===== src/rtl/digit_serial_addsub_pkg.sv =====
// Shared state encoding and counter sizing for the digit-serial adder/subtractor.
package digit_serial_addsub_pkg;

    typedef enum logic [1:0] {
        IDLE = 2'd0,
        RUN  = 2'd1,
        DONE = 2'd2
    } state_t;

    // A single-digit operation still needs a 1-bit counter to stay legal.
    function automatic int cnt_width(input int n);
        return (n > 1) ? $clog2(n) : 1;
    endfunction

endpackage


===== src/rtl/digit_serial_addsub_digit.sv =====
// One DIGIT-bit ripple slice; also exposes the carry into its MSB for overflow.
module addsub_digit #(
    parameter int DIGIT = 2
) (
    input  logic [DIGIT-1:0] x,
    input  logic [DIGIT-1:0] y,
    input  logic             cin,
    output logic [DIGIT-1:0] s,
    output logic             cout,
    output logic             cmsb
);

    logic c;

    always_comb begin
        // NOTE: combinational logic uses blocking assignments, and every output
        // gets a default before the loop so no path can infer a latch.
        s    = '0;
        c    = cin;
        cmsb = cin;
        for (int i = 0; i < DIGIT; i++) begin
            cmsb = c;
            s[i] = x[i] ^ y[i] ^ c;
            c    = (x[i] & y[i]) | (c & (x[i] ^ y[i]));
        end
        cout = c;
    end

endmodule


===== src/rtl/digit_serial_addsub.sv =====
// Digit-serial add/subtract: N = WIDTH/DIGIT cycles per operation, LSB slice first.
module digit_serial_addsub
    import digit_serial_addsub_pkg::*;
#(
    parameter int WIDTH = 8,
    parameter int DIGIT = 2
) (
    input  logic             clk,
    input  logic             rst,
    input  logic             start,
    input  logic [WIDTH-1:0] a,
    input  logic [WIDTH-1:0] b,
    input  logic             m,
    output logic             busy,
    output logic             done,
    output logic [WIDTH-1:0] sum,
    output logic             cout,
    output logic             ovf
);

    localparam int N  = WIDTH / DIGIT;
    localparam int CW = cnt_width(N);

    state_t           state, state_nxt;
    logic [WIDTH-1:0] a_sr, b_sr, sum_r, s_ext;
    logic [CW-1:0]    cnt;
    logic             carry, cout_r, ovf_r;
    logic [DIGIT-1:0] s_dig;
    logic             c_dig, cmsb_dig;
    logic             last, accept;

    assign last   = (cnt == CW'(N - 1));
    assign accept = start && (state != RUN);
    // The new slice enters at the top so that after N shifts it sits LSB-aligned.
    assign s_ext  = WIDTH'(s_dig) << (WIDTH - DIGIT);

    addsub_digit #(.DIGIT(DIGIT)) u_digit (
        .x    (a_sr[DIGIT-1:0]),
        .y    (b_sr[DIGIT-1:0]),
        .cin  (carry),
        .s    (s_dig),
        .cout (c_dig),
        .cmsb (cmsb_dig)
    );

    always_ff @(posedge clk) begin
        if (rst) state <= IDLE;
        else     state <= state_nxt;
    end

    always_comb begin
        state_nxt = state;
        case (state)
            IDLE:    if (start) state_nxt = RUN;
            RUN:     if (last)  state_nxt = DONE;
            DONE:    state_nxt = start ? RUN : IDLE;
            default: state_nxt = IDLE;
        endcase
    end

    always_comb begin
        busy = (state == RUN);
        done = (state == DONE);
        sum  = sum_r;
        cout = cout_r;
        ovf  = ovf_r;
    end

    // NOTE: sequential state uses non-blocking assignments so every register
    // samples the pre-edge values regardless of statement order.
    always_ff @(posedge clk) begin
        if (rst) begin
            a_sr   <= '0;
            b_sr   <= '0;
            sum_r  <= '0;
            carry  <= 1'b0;
            cnt    <= '0;
            cout_r <= 1'b0;
            ovf_r  <= 1'b0;
        end else if (accept) begin
            // Subtraction is a + ~b + 1: invert b here and seed the carry with m.
            a_sr  <= a;
            b_sr  <= b ^ {WIDTH{m}};
            carry <= m;
            cnt   <= '0;
        end else if (state == RUN) begin
            a_sr  <= a_sr >> DIGIT;
            b_sr  <= b_sr >> DIGIT;
            sum_r <= (sum_r >> DIGIT) | s_ext;
            carry <= c_dig;
            cnt   <= cnt + CW'(1);
            if (last) begin
                cout_r <= c_dig;
                ovf_r  <= c_dig ^ cmsb_dig;
            end
        end
    end

endmodule

===== config.mk =====
export PLATFORM = sky130hd
export DESIGN_NAME = digit_serial_addsub
export DESIGN_NICKNAME = d
export VERILOG_FILES = /design/src/rtl/digit_serial_addsub_pkg.sv /design/src/rtl/digit_serial_addsub_digit.sv /design/src/rtl/digit_serial_addsub.sv
export SDC_FILE = /design/constraint.sdc
export NUM_CORES = 1
export LEC_CHECK = 0
export CORE_MARGIN = 5
export CORE_UTILIZATION = 49
export DETAILED_ROUTE_END_ITERATION = 7
export PLACE_DENSITY = 0.78
export SYNTH_ARGS = -nofsm -noshare
export SYNTH_HDL_FRONTEND = slang
export SYNTH_SLANG_ARGS = --single-unit
export TNS_END_PERCENT = 100

===== constraint.sdc =====
create_clock -name clk -period 2.1 [get_ports clk]
set_input_delay 0.63 -clock clk [delete_from_list [all_inputs] [get_ports clk]]
set_output_delay 0.63 -clock clk [all_outputs]
set_load 0.02 [all_outputs]

==> results of run 1 <==
## cell type report
cell class	instances	area [um2]
Timing Repair Buffer	36	374.1
Clock inverter	2	35.03
Clock buffer	6	51.30
Tap cell	31	38.79
Inverter	7	31.28
Multi-Input combinational cell	103	675.6
Sequential cell	31	620.6
Fill cell	230	930.9
## metrics by stage
| step | hold slack (ps) | cells | power (mW) |
|---|---|---|---|
| after floorplan | 436.7 | 153 | 0.8181 |
| after global placement | 444.0 | 208 | 0.8909 |
| after detailed placement | 455.5 | 208 | 0.8995 |
| after CTS | 469.5 | 216 | 1.389 |
| after global routing | 488.1 | 216 | 1.442 |
| final | 470.1 | 216 | 1.375 |
## flip-flops by register name, summed over array words and instances (netlist names)
name	flops
state	2
sum	8
ovf	1
a_sr	8
b_sr	8
cout	1
carry	1
cnt	2
## placed cells by master (no fill, tap or decap), drive strengths merged, types with 5 or more instances in the layout
master         count
buf                5
a21oi             16
a211o              6
clkdlybuf4s50     29
a211oi             9
xnor2              9
mux2i              8
dfxtp             31
nor2              18
inv                7
clkbuf             6
nand2             21
## power by group through the flow
stage,Combinational (mW),Clock [mW],Sequential [mW]
finish,0.238,0.489,0.648
CTS,0.241,0.501,0.648
detailed placement,0.238,0,0.661
floorplan,0.155,0,0.663
global route,0.262,0.527,0.653
global placement,0.232,0,0.659
## worst min-delay path, stage by stage, from the launching register on
cell and delay (ps):
dfxtp_1 320, nand2_1 50, a21oi_1 60
## layer usage
layer	wire length (um)	up-vias	part of all wire
li1	-	581	-
met1	1204	543	0.41
met4	9	0	0.0030
met5	0	-	0
met3	163	2	0.055
met2	1579	44	0.53
## worst paths after layout
kind / startpoint / to / slack (ps) / cells after the start
hold reg to reg: b_sr[2] / b_sr[0] / 470 / 2
setup reg to reg: a_sr[0] / ovf / 290 / 5
setup / recovery: sum[3] / sum[3] / 130 / 1
hold / removal: b_sr[2] / b_sr[0] / 470 / 2
## kinds of logic after synthesis
kind of cell | count (synthesis) | synth area share
compound gates | 37 | 0.1885
xor+xnor | 9 | 0.05576
fa+ha+maj | 3 | 0.03717
buf+inv | 19 | 0.08318
flops | 31 | 0.4389
mux | 8 | 0.05664
simple gates | 46 | 0.1398
## what timing repair did
action / CTS / global route
gates resized for setup: 1 / 1
endpoints found under the setup margin: 1 / 1
setup buffers: 0 / 0
hold buffers: 0 / 0
cloned: 0 / 0
==> reports/qor.csv, run 1 <==
stage;metric;value;unit
grt;grt_pass1_wl;4940;um
final_layout;finalNetCount;207;
placement;pre_cts_ws;248.0;ps
synth;yosys_warnings;0;
final_layout;postLayoutCellArea;1827;um2
setup_path;path_delay_family;buffers and inverters;
detailed_routing;via_per_inst;5.417;
die;start_util;0.5127;
setup_path;required;1470;ps
grt;grt_max_degree;35;
sta;slew_violations;0;
grt;grt.busiest_layer;met2;
grt;antenna_found_initial;0;
grt;grt_overflow_total;0;
job;cap_violations;0;
grt;met2_usage;0.2792;
final_layout;syn2layout_area_growth;29.20;%
die;io_pins;32;
power;p_switching;0.3473;mW
synth;post_synth.cell_area_avg;9.241;um2
power;swShare;0.2526;
setup_path;cp_max_fo;3;
die;die_y;63.72;um
setup_path;path_buf_inv;1;
setup_path;cpPeakStageDelay;640;ps
die;dieArea;4060;um2
synth;seq_area_frac_synth;0.4389;
synth;yosysUniqueCellTypes;25;
sta;tns;0;ps
synth;synthTopCellsByArea;dfxtp_1 (44%), a21oi_1 (5.7%), mux2i_1 (5.7%), nand2_1 (5.6%), xnor2_1 (5.6%);
power;ir_worst_vdd;751.9;uV
placement;routabilityCongestion;0.6607;
worst_hold_path;hp-class;reg2reg;
clock_network;cts.sinks;31;
power;pwr_density_cell;752.6;nW/um2
clock_network;cts.path.max_buffers;2;
detailed_routing;ant_nets;0;
setup_path;cp-start-kind;flop;
die;coreArea;2758;um2
sta;rsz0062_at_grt;no;
grt;grt_use_total;0.1535;
setup_path;crit_chain;clkdlybuf4s50_1;
final_layout;antenna_cells;0;
sta;worst_pin_slew;337.5;ps
detailed_routing;initialDrtViolationCount;70;
clock_network;path_clk_slew;100;ps
grt;grt_pass1_vias;1174;
synth;ys_ff_latch;31;
sta;fin_ws;128.2;ps
power;p_leak;0.7152;nW
placement;post-dp-hpwl;1980;um
sta;relSlewSlack;0.7750;
synth;syn_inst;153;
clock_network;insertion_delay;330;ps
detailed_routing;vias;1170;
clock_network;cts_tree;built;
setup_path;crit_slowest_cell;clkdlybuf4s50_1;
synth;async_flop_share;0;
synth;synth.cell_area;1414;um2
setup_path;cp_data_arrival_time;1340;ps
synth;synth_top_cell_area_share;0.4389;
sta;hold_violations;0;
sta;finalClockSkew;8.334;ps
sta;fin_crit;1972;ps
power;combPwrFrac;0.173;
final_layout;postLayoutCoreUtil;0.6624;
setup_path;end_kind;output pin;
synth;synthTopCellsByCount;dfxtp_1 (31), nand2_1 (21), nor2_1 (18);
detailed_routing;drt-pass1-iter-count;4;
detailed_routing;drc;0;
synth;synth.most_common_cell;dfxtp_1;
sta;max_freq;0.5072;GHz
die;rows;19;
die;fp.dieW;63.72;um
detailed_routing;wl;2956;um
clock_network;h-tree-depth;2;
power;seq_power_share;0.471;
setup_path;crit_type;reg2out;
power;pwr-share-clk;0.356;
power;p_int;1.027;mW
status;status;finished clean;
synth;yosys.area.top_type;dfxtp_1;
grt;grt_use_met1;0.1610;
synth;syn_nets;176;
final_layout;drive_gt1_frac;0.09189;
clock_network;cts_buffers;5;
synth;synth-main-ff-cell;dfxtp_1;
synth;synth-edff-count;0;
placement;dpl_cell_area;1739;um2
grt;use_met3;0.04796;
clock_network;cts_root_buf;clkbuf_4;
sta;setup_viol;0;
placement;io_buffer_count;31;
detailed_routing;detail_route.wl_per_cell;13.69;um
sta;period_share;0.9389;
(Power assumes the default switching activity.)
==> run 2, diff against run 1 <==
Settings changed: CORE_MARGIN 5 to 2.
==> reports/qor.csv, run 2 (synthesis gave the netlist of run 1 again) <==
stage;metric;value;unit;change
power;power.total;1.184;mW;-14%
sta;whs;471.5;ps;+1.354 ps
sta;relSlewSlack;0.7089;;-0.06607
detailed_routing;wl;2732;um;-7.6%
clock_network;path_clk_slew;90;ps;about the same
setup_path;crit_slowest_cell;clkdlybuf4s50_1;;
detailed_routing;ant_nets;0;;unchanged
sta;slew_violations;0;;unchanged
sta;hold_violations;0;;unchanged
placement;place_inst;209;;+0.48%
grt;grt_max_degree;35;;unchanged
final_layout;antenna_cells;0;;unchanged
placement;post-dp-hpwl;1941;um;-2.0%
detailed_routing;detail_route.wl_per_cell;12.71;um;-7.1%
clock_network;cts.path.max_buffers;2;;unchanged
sta;fin_crit;2016;ps;+43.92 ps
final_layout;drive_gt1_frac;0.08152;;-0.01037
clock_network;cts_tree;built;;
setup_path;cp-start-kind;flop;;
status;status;finished clean;;
clock_network;post-cts-setup-buffers;0;;unchanged
power;p_leak;0.6726;nW;-6.0%
final_layout;postLayoutCoreUtil;0.6434;;-0.01906
die;rows;19;;unchanged
setup_path;cp_max_fo;3;;unchanged
sta;worst_pin_slew;435.3;ps;+97.75 ps
final_layout;syn2layout_area_growth;25.49;%;
grt;grt_overflow_total;0;;unchanged
clock_network;cts_buffers;5;;unchanged
clock_network;h-tree-depth;2;;unchanged
setup_path;crit_chain;nor2b_1 > clkdlybuf4s50_1;;
sta;setup_viol;0;;unchanged
power;pwr_density_cell;667.2;nW/um2;-11%
detailed_routing;initialDrtViolationCount;32;;-54%
power;seq_power_share;0.547;;+0.076
sta;rsz0062_at_grt;no;;
final_layout;postLayoutCellArea;1774;um2;-2.9%
clock_network;cts_root_buf;clkbuf_4;;
sta;finalClockSkew;6.530;ps;-1.804 ps
die;die_y;57.72;um;-9.4%
final_layout;final_common_cell;dfxtp_1;;
grt;grt_pass1_wl;4464;um;-9.6%
detailed_routing;drc;0;;unchanged
sta;tns;0;ps;unchanged
grt;antenna_found_initial;0;;unchanged
grt;grt_pass1_vias;1053;;-10%
setup_path;reg2reg_slack;280;ps;about the same
detailed_routing;vias;1127;;-3.7%
power;combPwrFrac;0.199;;+0.026
sta;fin_ws;84.32;ps;-43.92 ps
power;swShare;0.2703;;+0.01765
job;cap_violations;0;;unchanged
final_layout;mostFrequentLayoutCells;dfxtp_1 (31), clkdlybuf4s50_1 (30), nand2_1 (21), nor2_1 (18), a21oi_1 (16);;
die;coreArea;2758;um2;unchanged
die;dieArea;3331;um2;-18%
sta;max_freq;0.4961;GHz;-2.2%
die;io_pins;32;;unchanged
die;start_util;0.5127;;unchanged
clock_network;cts.sinks;31;;unchanged
detailed_routing;drt-pass1-iter-count;5;;+1
grt;grt_use_total;0.1724;;+0.01883
power;p_switching;0.3200;mW;-7.9%
setup_path;required;1470;ps;about the same
clock_network;insertion_delay;320;ps;about the same
power;ir_worst_vdd;552.1;uV;-27%
die;fp.dieW;57.72;um;-9.4%
setup_path;crit_type;reg2out;;
placement;pre_cts_ws;200.9;ps;-47.07 ps
setup_path;cp_data_arrival_time;1390;ps;+50 ps
detailed_routing;via_per_inst;5.242;;-3.2%
final_layout;final_cells;215;;-0.46%
final_layout;fillers;219;;-4.8%
final_layout;finalNetCount;208;;+0.48%
placement;io_buffer_count;31;;unchanged
setup_path;end_kind;output pin;;
placement;routabilityCongestion;0.6733;;+1.9%
power;p_int;0.8638;mW;-16%
placement;dpl_cell_area;1734;um2;-0.29%
worst_hold_path;hp-class;reg2reg;;
setup_path;cpPeakStageDelay;600;ps;-40 ps
sta;period_share;0.9598;;+0.02092
power;pwr-share-clk;0.253;;-0.103
-- run 2: changes by cell type in the layout (fill, tap and decap cells not counted) --
cell,change
buf_12,-1
clkdlybuf4s50_1,+1
dlymetal6s2s_1,-1
clkinv_2,-1
clkbuf_1,+1
clkbuf_8,-1
buf_4,+2
bufinv_16,-1
-- run 2: timing repair --
action,4_1_cts,5_1_grt
hold buffers,0,0
setup endpoints to repair,1,0
gates resized for setup,1,0
-- run 2: path summary, 6_finish.rpt --
path | from | to | depth (start not counted)
max | state[0] | done | 2
min reg2reg | b_sr[7] | b_sr[5] | 2
max reg2reg | a_sr[0] | ovf | 5
min | b_sr[7] | b_sr[5] | 2
-- run 2: critical path: cells and delay by family, from the launching register on --
family / cells / cell delay, ps
buffers and inverters: 1 / 600
DFF: 1 / 350
and+or+nand+nor: 1 / 110
-- run 2: layer usage --
layer / global-route usage / share of wire / up-vias
li1: - / - / 582
met1: 0.2122 / 0.46 / 528
met2: 0.2873 / 0.50 / 12
met3: 0.04241 / 0.022 / 5
met4: 0.07309 / 0.015 / 0
met5: 0 / 0 / -
-- run 2: area by class of cell --
type	instances	area [um2]	area share
clock buffer	6	41.29	0.02327
inverter	7	31.28	0.01763
multi-input combinational	103	675.6	0.3808
sequential	31	620.6	0.3498
tap	31	38.79	0.02186
timing repair buffer	37	366.6	0.2066
-- run 2: power groups by stage --
stage               logic [mW]  clock network (mW)  registers [mW]
finish                   0.236               0.300           0.648
global route             0.259               0.327           0.652
CTS                      0.238               0.306           0.648
detailed placement       0.238                   0           0.662
global placement         0.231                   0           0.659
floorplan                0.155                   0           0.663
==> run 3, diff against run 2 <==
==> constraint.sdc (replaced) <==
create_clock -name clk -period 2.05 [get_ports clk]
set_input_delay 0.615 -clock clk [delete_from_list [all_inputs] [get_ports clk]]
set_output_delay 0.615 -clock clk [all_outputs]
set_load 0.1 [all_outputs]
==> reports/qor.csv, run 3 (synthesis gave the netlist of run 1 again) <==
stage;metric;value;unit;change
die;dieArea;3331;um2;unchanged
grt;antenna_found_initial;0;;unchanged
setup_path;cp_data_arrival_time;1290;ps;-100 ps
final_layout;mostFrequentLayoutCells;dfxtp_1 (31), nand2_1 (21), clkdlybuf4s50_1 (19), nor2_1 (18), a21oi_1 (16);;
grt;grt_max_degree;36;;+2.9%
placement;place_inst;207;;-0.96%
clock_network;path_clk_slew;90;ps;about the same
sta;max_freq;0.5242;GHz;
setup_path;end_kind;output pin;;
detailed_routing;detail_route.wl_per_cell;14.87;um;+17%
worst_hold_path;hp-class;reg2reg;;
detailed_routing;drt-pass1-iter-count;4;;-1
die;coreArea;2758;um2;unchanged
power;ir_worst_vdd;580.4;uV;+5.1%
die;rows;19;;unchanged
clock_network;insertion_delay;330;ps;about the same
sta;tns;0;ps;unchanged
grt;grt_overflow_total;0;;unchanged
setup_path;required;1430;ps;-40 ps
detailed_routing;initialDrtViolationCount;24;;-25%
power;pwr_density_cell;721.9;nW/um2;+8.2%
final_layout;finalNetCount;208;;unchanged
grt;grt_use_total;0.2060;;+0.03364
setup_path;cp-start-kind;flop;;
clock_network;cts_hold_buf;0;;unchanged
die;io_pins;32;;unchanged
setup_path;cpPeakStageDelay;480;ps;-120 ps
grt;grt_pass1_wl;5161;um;+16%
setup_path;cp_max_fo;35;;+32
detailed_routing;ant_nets;0;;unchanged
sta;period_share;0.9305;;
detailed_routing;wl;3226;um;+18%
die;fp.dieW;57.72;um;unchanged
detailed_routing;drc;0;;unchanged
clock_network;cts_root_buf;clkbuf_4;;
sta;relSlewSlack;0.7617;;+0.05280
final_layout;syn2layout_area_growth;36.81;%;
final_layout;antenna_cells;0;;unchanged
final_layout;drive_gt1_frac;0.1613;;+0.07977
clock_network;cts_buffers;5;;unchanged
sta;hold_violations;0;;unchanged
clock_network;cts_tree;built;;
final_layout;final_cells;217;;+0.93%
grt;grt_pass1_vias;1146;;+8.8%
setup_path;crit_chain;nand2b_4 > clkinv_8 > buf_12;;
sta;worst_pin_slew;356.3;ps;-78.96 ps
sta;slew_violations;0;;unchanged
job;cap_violations;0;;unchanged
die;die_y;57.72;um;unchanged
placement;routabilityCongestion;0.6998;;+3.9%
clock_network;h-tree-depth;2;;unchanged
final_layout;final_common_cell;dfxtp_1;;
status;status;finished clean;;
clock_network;cts.path.max_buffers;2;;unchanged
die;start_util;0.5127;;unchanged
setup_path;crit_slowest_cell;dfxtp_1;;
sta;setup_viol;0;;unchanged
placement;io_buffer_count;31;;unchanged
clock_network;cts.sinks;31;;unchanged
placement;post-dp-hpwl;2202;um;+13%
sta;rsz0062_at_grt;no;;
setup_path;path_buf_inv;2;;+1
power;p_leak;0.7415;nW;+10%
detailed_routing;via_per_inst;5.401;;+3.0%
detailed_routing;vias;1172;;+4.0%
sta;finalClockSkew;6.349;ps;-0.1816 ps
setup_path;crit_type;reg2out;;
final_layout;fillers;229;;+4.6%
setup_path;path_delay_family;flip-flops;;
final_layout;postLayoutCoreUtil;0.7015;;+0.05808
sta;fin_crit;1908;ps;
-- run 3: cell count changes in the layout (fill, tap and decap cells not counted) --
cell | before | now
dlygate4sd2_1 | 1 | 0
clkbuf_8 | 0 | 2
inv_6 | 1 | 0
buf_4 | 5 | 4
clkinv_8 | 0 | 1
nor2b_2 | 0 | 1
buf_12 | 1 | 13
nor2b_1 | 1 | 0
clkdlybuf4s50_1 | 30 | 19
nand2b_2 | 0 | 1
-- run 3: routing by layer --
metal  track usage  wire, um  vias up
li1              -         -      586
met1        0.2276      1375      558
met2        0.3653      1648       20
met3       0.06250       115        8
met4       0.08638        87        0
met5             0         0        -
-- run 3: where the power goes --
group          switching (mW)  internal, mW
combinational           0.176         0.141
clock                   0.209         0.202
sequential             0.0281         0.641
total                   0.413         0.983
-- run 3: area by class of cell --
| type | count | area [um2] | share of cell area |
|---|---|---|---|
| sequential | 31 | 620.6 | 0.3208 |
| clock buffer | 8 | 68.82 | 0.03558 |
| tap | 31 | 38.79 | 0.02005 |
| inverter | 7 | 38.79 | 0.02005 |
| multi-input combinational | 104 | 686.9 | 0.3551 |
| timing repair buffer | 36 | 480.5 | 0.2484 |
-- run 3: path summary, 6_finish.rpt --
| path | startpoint | cells after the start | slack (ps) | end |
|---|---|---|---|---|
| hold / removal | b_sr[7] | 2 | 480 | b_sr[5] |
| hold reg to reg | b_sr[7] | 2 | 480 | b_sr[5] |
| setup reg to reg | a_sr[0] | 5 | 180 | ovf |
| setup / recovery | state[0] | 3 | 140 | busy |
-- run 3: worst register-to-register path: stages, from the launching register on --
cell and delay [ps]:
dfxtp_1 350, inv_1 70, fa_1 470, fa_1 450, xnor2_1 150, a311oi_1 290
-- run 3: timing repair --
| item | 4_1_cts | 5_1_grt |
|---|---|---|
| setup endpoints to repair | 1 | 1 |
| buffers inserted | 0 | 1 |
| gates cloned | 0 | 1 |
| gates resized for setup | 1 | 1 |
-- run 3: per-stage QoR --
step / area (um2) / setup slack [ps] / hold slack, ps / total power [mW]
2_1_floorplan: 1416 / 286.8 / 436.7 / 0.8860
3_3_place_gp: 1842 / 233.4 / 447.4 / 0.9747
3_5_place_dp: 1842 / 173.0 / 461.1 / 0.9896
4_1_cts: 1913 / 3.252 / 475.0 / 1.401
5_1_grt: 1934 / 85.20 / 493.0 / 1.453
6_report: 1934 / 142.5 / 475.9 / 1.396
